## src/rtl/uart_arb_pkg.sv

```systemverilog
// Shared types and widths for the uart_tx arbiter slice.
package uart_arb_pkg;

  localparam int unsigned UART_DATA_W = 8;
  localparam int unsigned BYTES_CNT_W = 16;

  typedef enum logic [1:0] {
    IDLE      = 2'd0,
    ISSUE     = 2'd1,
    WAIT_BUSY = 2'd2,
    WAIT_DONE = 2'd3
  } state_t;

endpackage

```

## src/rtl/uart_tx_arbiter_if.sv

```systemverilog
// Requester/transmitter bundle between the byte producers, the arbiter and uart_tx.
interface uart_tx_arbiter_if #(
  parameter int unsigned NUM_REQ = 4
);
  import uart_arb_pkg::*;

  localparam int unsigned ID_W = $clog2(NUM_REQ);

  logic [NUM_REQ-1:0]             req_valid;
  logic [NUM_REQ*UART_DATA_W-1:0] req_data;
  logic [NUM_REQ-1:0]             req_last;
  logic [NUM_REQ-1:0]             req_ready;
  logic                           uart_tx_busy;
  logic                           uart_tx_en;
  logic [UART_DATA_W-1:0]         uart_tx_data;
  logic [ID_W-1:0]                grant_id;
  logic                           grant_active;
  logic                           tx_stall_err;
  logic [BYTES_CNT_W-1:0]         bytes_sent;

  // Environment side: requesters plus the transmitter busy line.
  modport master (
    output req_valid, req_data, req_last, uart_tx_busy,
    input  req_ready, uart_tx_en, uart_tx_data, grant_id, grant_active,
           tx_stall_err, bytes_sent
  );

  // Arbiter side.
  modport slave (
    input  req_valid, req_data, req_last, uart_tx_busy,
    output req_ready, uart_tx_en, uart_tx_data, grant_id, grant_active,
           tx_stall_err, bytes_sent
  );

endinterface

```

## src/rtl/uart_rr_picker.sv

```systemverilog
// Rotating-priority encoder: first set request at or after ptr, wrapping.
module uart_rr_picker #(
  parameter int unsigned NUM_REQ = 4
) (
  input  logic [NUM_REQ-1:0]         req,
  input  logic [$clog2(NUM_REQ)-1:0] ptr,
  output logic [NUM_REQ-1:0]         grant_c,
  output logic [$clog2(NUM_REQ)-1:0] idx_c,
  output logic                       any_c
);
  localparam int unsigned ID_W = $clog2(NUM_REQ);

  logic [ID_W-1:0] cand;

  // Scan requesters starting at the pointer; the first one found wins.
  always_comb begin
    grant_c = '0;
    idx_c   = '0;
    any_c   = 1'b0;
    cand    = '0;
    for (int unsigned k = 0; k < NUM_REQ; k++) begin
      cand = ID_W'((32'(ptr) + k) % NUM_REQ);
      if (!any_c && req[cand]) begin
        grant_c[cand] = 1'b1;
        idx_c         = cand;
        any_c         = 1'b1;
      end
    end
  end

endmodule

```

## src/rtl/uart_tx_arbiter.sv

```systemverilog
// Round-robin sharing of one uart_tx among NUM_REQ byte producers.
// Optional frame locking (hold the grant until req_last) under UART_ARB_FRAME_LOCK_EN.
module uart_tx_arbiter
  import uart_arb_pkg::*;
#(
  parameter int unsigned NUM_REQ       = 4,
  parameter int unsigned BUSY_WAIT_CYC = 4
) (
  input logic              clk,
  input logic              reset,
  uart_tx_arbiter_if.slave bus
);
  localparam int unsigned ID_W  = $clog2(NUM_REQ);
  localparam int unsigned CNT_W = $clog2(BUSY_WAIT_CYC + 1);

  state_t                 state, state_nxt;
  logic [ID_W-1:0]        rr_ptr, rr_ptr_nxt;
  logic [CNT_W-1:0]       wait_cnt, wait_cnt_nxt;
  logic [UART_DATA_W-1:0] data_nxt;
  logic [ID_W-1:0]        grant_id_nxt;
  logic                   stall_nxt;
  logic [BYTES_CNT_W-1:0] bytes_nxt;

  logic [NUM_REQ-1:0]     elig_c;
  logic [NUM_REQ-1:0]     pick_grant_c;
  logic [ID_W-1:0]        pick_idx_c;
  logic [ID_W-1:0]        pick_next_c;
  logic                   pick_any_c;

`ifdef UART_ARB_FRAME_LOCK_EN
  logic lock, lock_nxt;

  // While a frame is open only its owner (held in grant_id) may compete.
  assign elig_c = lock ? (bus.req_valid & (NUM_REQ'(1) << bus.grant_id)) : bus.req_valid;
`else
  logic unused_last;

  // Frame boundaries are irrelevant when arbitrating per byte.
  assign elig_c      = bus.req_valid;
  assign unused_last = ^bus.req_last;
`endif

  uart_rr_picker #(.NUM_REQ(NUM_REQ)) u_picker (
    .req     (elig_c),
    .ptr     (rr_ptr),
    .grant_c (pick_grant_c),
    .idx_c   (pick_idx_c),
    .any_c   (pick_any_c)
  );

  // Pointer value after granting pick_idx_c, wrapping for non-power-of-two counts.
  assign pick_next_c = (pick_idx_c == ID_W'(NUM_REQ - 1)) ? '0 : pick_idx_c + ID_W'(1);

  // Next-state, handshake and bookkeeping decode.
  always_comb begin
    state_nxt     = state;
    rr_ptr_nxt    = rr_ptr;
    wait_cnt_nxt  = wait_cnt;
    data_nxt      = bus.uart_tx_data;
    grant_id_nxt  = bus.grant_id;
    stall_nxt     = bus.tx_stall_err;
    bytes_nxt     = bus.bytes_sent;
    bus.req_ready = '0;
`ifdef UART_ARB_FRAME_LOCK_EN
    lock_nxt      = lock;
`endif
    case (state)
      IDLE: begin
        if (!bus.uart_tx_busy) begin
          bus.req_ready = pick_grant_c;
          if (pick_any_c) begin
            data_nxt     = bus.req_data[UART_DATA_W*32'(pick_idx_c) +: UART_DATA_W];
            grant_id_nxt = pick_idx_c;
            rr_ptr_nxt   = pick_next_c;
`ifdef UART_ARB_FRAME_LOCK_EN
            lock_nxt     = !bus.req_last[pick_idx_c];
`endif
            state_nxt    = ISSUE;
          end
        end
      end
      ISSUE: begin
        bytes_nxt    = bus.bytes_sent + BYTES_CNT_W'(1);
        wait_cnt_nxt = '0;
        state_nxt    = WAIT_BUSY;
      end
      WAIT_BUSY: begin
        if (bus.uart_tx_busy) begin
          state_nxt = WAIT_DONE;
        end else if (wait_cnt == CNT_W'(BUSY_WAIT_CYC - 1)) begin
          stall_nxt = 1'b1;
          state_nxt = IDLE;
        end else begin
          wait_cnt_nxt = wait_cnt + CNT_W'(1);
        end
      end
      WAIT_DONE: begin
        if (!bus.uart_tx_busy) state_nxt = IDLE;
      end
      default: state_nxt = IDLE;
    endcase
  end

  // State and registered outputs; enable and activity flag follow the next state.
  always_ff @(posedge clk or posedge reset) begin
    if (reset) begin
      state            <= IDLE;
      rr_ptr           <= '0;
      wait_cnt         <= '0;
      bus.uart_tx_en   <= 1'b0;
      bus.uart_tx_data <= '0;
      bus.grant_id     <= '0;
      bus.grant_active <= 1'b0;
      bus.tx_stall_err <= 1'b0;
      bus.bytes_sent   <= '0;
`ifdef UART_ARB_FRAME_LOCK_EN
      lock             <= 1'b0;
`endif
    end else begin
      state            <= state_nxt;
      rr_ptr           <= rr_ptr_nxt;
      wait_cnt         <= wait_cnt_nxt;
      bus.uart_tx_en   <= (state_nxt == ISSUE);
      bus.uart_tx_data <= data_nxt;
      bus.grant_id     <= grant_id_nxt;
      bus.grant_active <= (state_nxt != IDLE);
      bus.tx_stall_err <= stall_nxt;
      bus.bytes_sent   <= bytes_nxt;
`ifdef UART_ARB_FRAME_LOCK_EN
      lock             <= lock_nxt;
`endif
    end
  end

endmodule

```

## src/flat_wrapper.sv

```systemverilog
// flat-port wrapper written by rule: the top's interface ports become plain ports
module uart_tx_arbiter_flat import uart_arb_pkg::*;
#(
  parameter int unsigned NUM_REQ       = 4,
  parameter int unsigned BUSY_WAIT_CYC = 4
)
  (clk, reset, bus_req_valid, bus_req_data, bus_req_last, bus_uart_tx_busy, bus_req_ready, bus_uart_tx_en, bus_uart_tx_data, bus_grant_id, bus_grant_active, bus_tx_stall_err, bus_bytes_sent);
  uart_tx_arbiter_if #(.NUM_REQ(NUM_REQ)) bus_i ();
  input logic clk;
  input logic reset;
  input wire logic [$bits(bus_i.req_valid)-1:0] bus_req_valid;
  input wire logic [$bits(bus_i.req_data)-1:0] bus_req_data;
  input wire logic [$bits(bus_i.req_last)-1:0] bus_req_last;
  input wire logic [$bits(bus_i.uart_tx_busy)-1:0] bus_uart_tx_busy;
  output wire logic [$bits(bus_i.req_ready)-1:0] bus_req_ready;
  output wire logic [$bits(bus_i.uart_tx_en)-1:0] bus_uart_tx_en;
  output wire logic [$bits(bus_i.uart_tx_data)-1:0] bus_uart_tx_data;
  output wire logic [$bits(bus_i.grant_id)-1:0] bus_grant_id;
  output wire logic [$bits(bus_i.grant_active)-1:0] bus_grant_active;
  output wire logic [$bits(bus_i.tx_stall_err)-1:0] bus_tx_stall_err;
  output wire logic [$bits(bus_i.bytes_sent)-1:0] bus_bytes_sent;
  assign bus_i.req_valid = bus_req_valid;
  assign bus_i.req_data = bus_req_data;
  assign bus_i.req_last = bus_req_last;
  assign bus_i.uart_tx_busy = bus_uart_tx_busy;
  assign bus_req_ready = bus_i.req_ready;
  assign bus_uart_tx_en = bus_i.uart_tx_en;
  assign bus_uart_tx_data = bus_i.uart_tx_data;
  assign bus_grant_id = bus_i.grant_id;
  assign bus_grant_active = bus_i.grant_active;
  assign bus_tx_stall_err = bus_i.tx_stall_err;
  assign bus_bytes_sent = bus_i.bytes_sent;
  uart_tx_arbiter #(.NUM_REQ(NUM_REQ), .BUSY_WAIT_CYC(BUSY_WAIT_CYC)) u_core (.clk(clk), .reset(reset), .bus(bus_i));
endmodule
```

## config.mk

```make
export PLATFORM = sky130hd
export DESIGN_NAME = uart_tx_arbiter_flat
export DESIGN_NICKNAME = d
export VERILOG_FILES = /design/src/rtl/uart_arb_pkg.sv /design/src/rtl/uart_tx_arbiter_if.sv /design/src/rtl/uart_rr_picker.sv /design/src/rtl/uart_tx_arbiter.sv /design/src/flat_wrapper.sv
export SDC_FILE = /design/constraint.sdc
export NUM_CORES = 1
export LEC_CHECK = 0
export CORE_MARGIN = 2
export CORE_UTILIZATION = 51
export CTS_CLUSTER_SIZE = 28
export DETAILED_ROUTE_END_ITERATION = 6
export PLACE_DENSITY = 0.9
export SYNTH_ARGS = -nofsm -noshare
export SYNTH_HDL_FRONTEND = slang
export SYNTH_SLANG_ARGS = --single-unit
```

## constraint.sdc

```tcl
create_clock -name clk -period 9.95 [get_ports clk]
set_input_delay 2.985 -clock clk [delete_from_list [all_inputs] [get_ports clk]]
set_output_delay 2.985 -clock clk [all_outputs]
set_load 0.1 [all_outputs]
```

==> results by stage <==
Outcome:
- The flow ran to the end, and the final reports show no timing, DRC or antenna violations.

Finish:
- The total of fill cells in the finished design is 341.
- The number of diodes is 0.
- In the final layout, the share of cells above drive strength 1 is 0.0923.
- At the end of the flow, the number of nets in the layout was 378.
- The area taken by flip-flops and latches is 901 um2.
- The synthesis-to-layout area growth is 32.7%.
- Once layout is done, the placed cells without fillers occupy 3330 um2.
- The count of cells in the finished layout, fillers not included, comes to 392.
- Measured on the finished design, the core utilization comes to 0.704.
- The multi-input logic area is 1510 um2.

Timing:
- Measured against its own limit, the worst slew margin works out to 0.253.
- Setup repair after global routing left no endpoint under its margin.
- For the final routed database, the setup TNS stands at 0 ns.
- Across the routed clock network, the largest skew measured is 0.00646 ns.
- Setup violations remaining at the end of the flow were counted as 0.
- In the finished design, the share of the clock period the worst path needs comes to 0.869.
- Timing would allow up to 116 MHz.
- The shortest clock period the worst path allows after layout is 8.65 ns.
- The final-report max-slew violation count came to 0.
- For the pin with the worst max-slew slack, the measured transition is 1.12 ns.
- The hold violation count in the final report was 0.

Clock network:
- The clock tree from TritonCTS is yes.
- The cell chosen for the clock root is sky130_fd_sc_hd__clkbuf_8.
- CTS saw 36 sinks.
- In this run the deepest clock path goes through 2 buffers.
- The number of setup buffers added after CTS is 0.
- The number of H-tree levels is 2.
- The post-cts hold buffer count is 0.
- Clock-pin slew was measured on the worst setup and hold paths at 0.07 ns.
- After clock tree synthesis, the repair step resized 0 gates.
- Clock latency on the worst-skew pair, taken at its later pin, is 0.29 ns.
- Buffers inserted during clock tree synthesis total 5.

Yosys:
- After synthesis, the netlist uses 46 different library cells.
- The synthesized design contains 36 register bits.
- The post-synthesis average cell area is 9.68 um2.
- In the synthesized netlist the dominant register cell turns out to be sky130_fd_sc_hd__dfrtp_1.
- Counting every net in the synthesized netlist gives 313.
- The count of warnings emitted by yosys is 0.
- The gate count after technology mapping is 259.
- The part of the Yosys area used for sequential elements is 0.359.
- In the synthesized netlist the async set-or-reset flop fraction comes to 1.00.
- The area share of the largest cell type after synthesis is 0.359.
- The number of enable-type register cells in the synthesized netlist is 0.
- In the post-synthesis netlist, the biggest area contributors are sky130_fd_sc_hd__dfrtp_1 36%, sky130_fd_sc_hd__mux2i_1 6.8%, sky130_fd_sc_hd__ha_1 5.5%.
- In this run the cell area of the synthesized design comes to 2510 um2.
- The cell type with the largest total area after synthesis is sky130_fd_sc_hd__dfrtp_1.

Floorplanning:
- The initial standard-cell utilization of the core is 0.531.
- After floorplanning, the core was divided into 25 placement rows.
- The die span in x is 74.1 um.
- The vertical die dimension is 74.1 um.
- The total core area is 4720 um2.
- The die covers 5490 um2.
- 76 I/O pins were placed.

GRT:
- For this run, the total global-route usage over all layers was measured as 0.234.
- For this run, global-route usage on met2 was measured as 0.379.
- The routing usage on met3 is 0.0407.
- The aggregate global routing overflow is 0.
- The wire length of the first global-routing pass is 10.0 mm.
- In the global route stage, met1 resource usage came out at 0.329.
- met2 is the most crowded layer.
- The via count of the first global-routing pass is 2090.
- The pin count of the biggest net entering global routing is 37.
- The initial antenna violation count came to 0.

Place:
- Once detailed placement completed, the half-perimeter wirelength came to 4.64 mm.
- At the end of routability-driven placement, the weighted congestion stood at 0.871.
- The number of buffers inserted by port buffering is 71.
- In this run the cell area measured after placement is 3240 um2.
- The number of placed instances, taps included, is 384.

Critical path:
- Counting cells, the worst reg-to-reg path comes to 8.
- The worst path arrival time is 5.67 ns.
- The type of origin of the critical path is an input pin.
- The worst setup path is captured at a primary output.
- The worst setup path category is in -> out.
- For the worst setup path, the data required time is 6.97 ns.
- Along the worst path, the maximum fanout reaches 9.

Route:
- Once detail routing completed, the nets flagged for antenna violations numbered 0.
- Using the TritonRoute via totals, the vias-per-cell ratio works out to 5.90.
- After the first detailed-routing iteration, the DRC count stood at 115.
- In the final routed layout, each cell accounts on average for 16.2 um.
- Summed over all layers, the routed wires come to 6.35 mm.
- The detailed router placed 2311 vias in this run.
- The first-pass iteration count of the detailed router is 4.
- In the routed design, unresolved DRC markers number 0.

Worst hold path:
- The worst min-delay path class is reg -> reg.
- Counting instances, the worst hold path has a depth of 1.

Power and ir drop:
- IR analysis of the VDD net gives a maximum drop of 213 uV.
- The static leakage is 1.39 nW.
- Power spread over the standard cell area amounts to 343 nW/um2.

Flow run:
- The number of maximum-capacitance constraint violations is 0.
## Yosys cell counts (2+ instances only)
library cell and n:
sky130_fd_sc_hd__a2111oi_0 5, sky130_fd_sc_hd__a211oi_1 8, sky130_fd_sc_hd__a21boi_0 5, sky130_fd_sc_hd__a21o_1 3, sky130_fd_sc_hd__a21oi_1 5, sky130_fd_sc_hd__a22o_1 4
sky130_fd_sc_hd__a22oi_1 7, sky130_fd_sc_hd__a31oi_1 2, sky130_fd_sc_hd__and2_1 3, sky130_fd_sc_hd__and3_1 5, sky130_fd_sc_hd__buf_2 6, sky130_fd_sc_hd__clkbuf_1 9
sky130_fd_sc_hd__dfrtp_1 36, sky130_fd_sc_hd__ha_1 11, sky130_fd_sc_hd__inv_1 5, sky130_fd_sc_hd__mux2_2 4, sky130_fd_sc_hd__mux2i_1 17, sky130_fd_sc_hd__mux4_2 4
sky130_fd_sc_hd__nand2_1 20, sky130_fd_sc_hd__nand3_1 8, sky130_fd_sc_hd__nand3b_1 8, sky130_fd_sc_hd__nand4_1 5, sky130_fd_sc_hd__nor2_1 20, sky130_fd_sc_hd__nor2b_1 5
sky130_fd_sc_hd__nor3_1 4, sky130_fd_sc_hd__o211ai_1 5, sky130_fd_sc_hd__o21ai_0 7, sky130_fd_sc_hd__o311a_1 4, sky130_fd_sc_hd__or2_2 2, sky130_fd_sc_hd__or3_1 2
sky130_fd_sc_hd__xnor2_1 13, sky130_fd_sc_hd__xor2_1 3
## power breakdown
part / switching, W / total, W / leakage [nW] / internal (W)
clock: 0.0000547 / 0.000104 / 0.0479 / 0.0000488
combinational: 0.000543 / 0.000794 / 0.889 / 0.000250
sequential: 0.0000484 / 0.000242 / 0.452 / 0.000194
total: 0.000647 / 0.00114 / 1.39 / 0.000493
## final timing paths
check / start / endpoint / slack, ns
setup / recovery: bus_req_valid[3] / bus_req_ready[3] / 1.30
hold / removal: u_core.bus.bytes_sent[15] / u_core.bus.bytes_sent[15] / 0.47
setup reg to reg: u_core.rr_ptr[0] / u_core.bus.uart_tx_data[1] / 6.06
hold reg to reg: u_core.bus.bytes_sent[15] / u_core.bus.bytes_sent[15] / 0.47
max in group asynchronous: reset / u_core.bus.bytes_sent[14] / 6.51
min in group asynchronous: reset / u_core.bus.bytes_sent[8] / 3.10
## cell families after synthesis
kind of cell / Yosys count / share of synthesized area
buffers and inverters: 21 / 0.0374
AO/OA/AOI/OAI: 62 / 0.188
adder cells (fa/ha/maj): 11 / 0.0549
AND/OR/NAND/NOR: 88 / 0.183
flip-flops: 36 / 0.359
multiplexers: 25 / 0.122
XOR/XNOR: 16 / 0.0559
## area by class of cell
type	count	area share
timing repair buffer	74	0.217
tap	67	0.0252
sequential	36	0.271
clock buffer	5	0.0207
inverter	5	0.00564
clock inverter	3	0.00564
multi-input combinational	202	0.455
## through the flow
stage                     hold slack, ns  worst slack [ns]  power (W)
final                              0.473              1.30    0.00114
after global routing               0.505              1.20    0.00119
after CTS                          0.476              1.39    0.00113
after detailed placement           0.462              1.39    0.00103
after global placement             0.460              1.42    0.00101
after floorplan                    0.467              1.38   0.000866
## routing by layer
| metal | wire length (um) | part of all wire | up-vias |
|---|---|---|---|
| met4 | 22 | 0.0035 | 0 |
| met5 | 0 | 0 | - |
| met2 | 3110 | 0.49 | 100 |
| li1 | - | - | 1090 |
| met3 | 404 | 0.064 | 4 |
| met1 | 2810 | 0.44 | 1117 |
## placed cells by master, fill, tap and decap left out, types with 7 or more instances in the layout
cell type	n
sky130_fd_sc_hd__dfrtp_1	36
sky130_fd_sc_hd__nand2_1	20
sky130_fd_sc_hd__ha_1	11
sky130_fd_sc_hd__nand3b_1	8
sky130_fd_sc_hd__a211oi_1	8
sky130_fd_sc_hd__a22oi_1	7
sky130_fd_sc_hd__nand3_1	8
sky130_fd_sc_hd__buf_4	7
sky130_fd_sc_hd__xnor2_1	13
sky130_fd_sc_hd__mux2i_1	17
sky130_fd_sc_hd__nor2_1	20
sky130_fd_sc_hd__clkdlybuf4s50_1	67
sky130_fd_sc_hd__o21ai_0	7
## worst max-delay path, cell delays in order
cell and delay [ns]:
sky130_fd_sc_hd__clkdlybuf4s50_1 0.54, sky130_fd_sc_hd__mux4_2 0.55, sky130_fd_sc_hd__nor2b_1 0.53, sky130_fd_sc_hd__nor3b_2 0.42, sky130_fd_sc_hd__a22oi_1 0.10, sky130_fd_sc_hd__a21oi_1 0.20
sky130_fd_sc_hd__buf_4 0.32
## flip-flops by register name (all words and copies together), names as in the netlist
signal / flops
u_core.bus.uart_tx_data: 8
u_core.bus.uart_tx_en: 1
u_core.bus.grant_active: 1
u_core.wait_cnt: 3
u_core.bus.grant_id: 2
u_core.bus.bytes_sent: 16
u_core.bus.tx_stall_err: 1
u_core.state: 2
u_core.rr_ptr: 2
(Power assumes the default switching activity.)
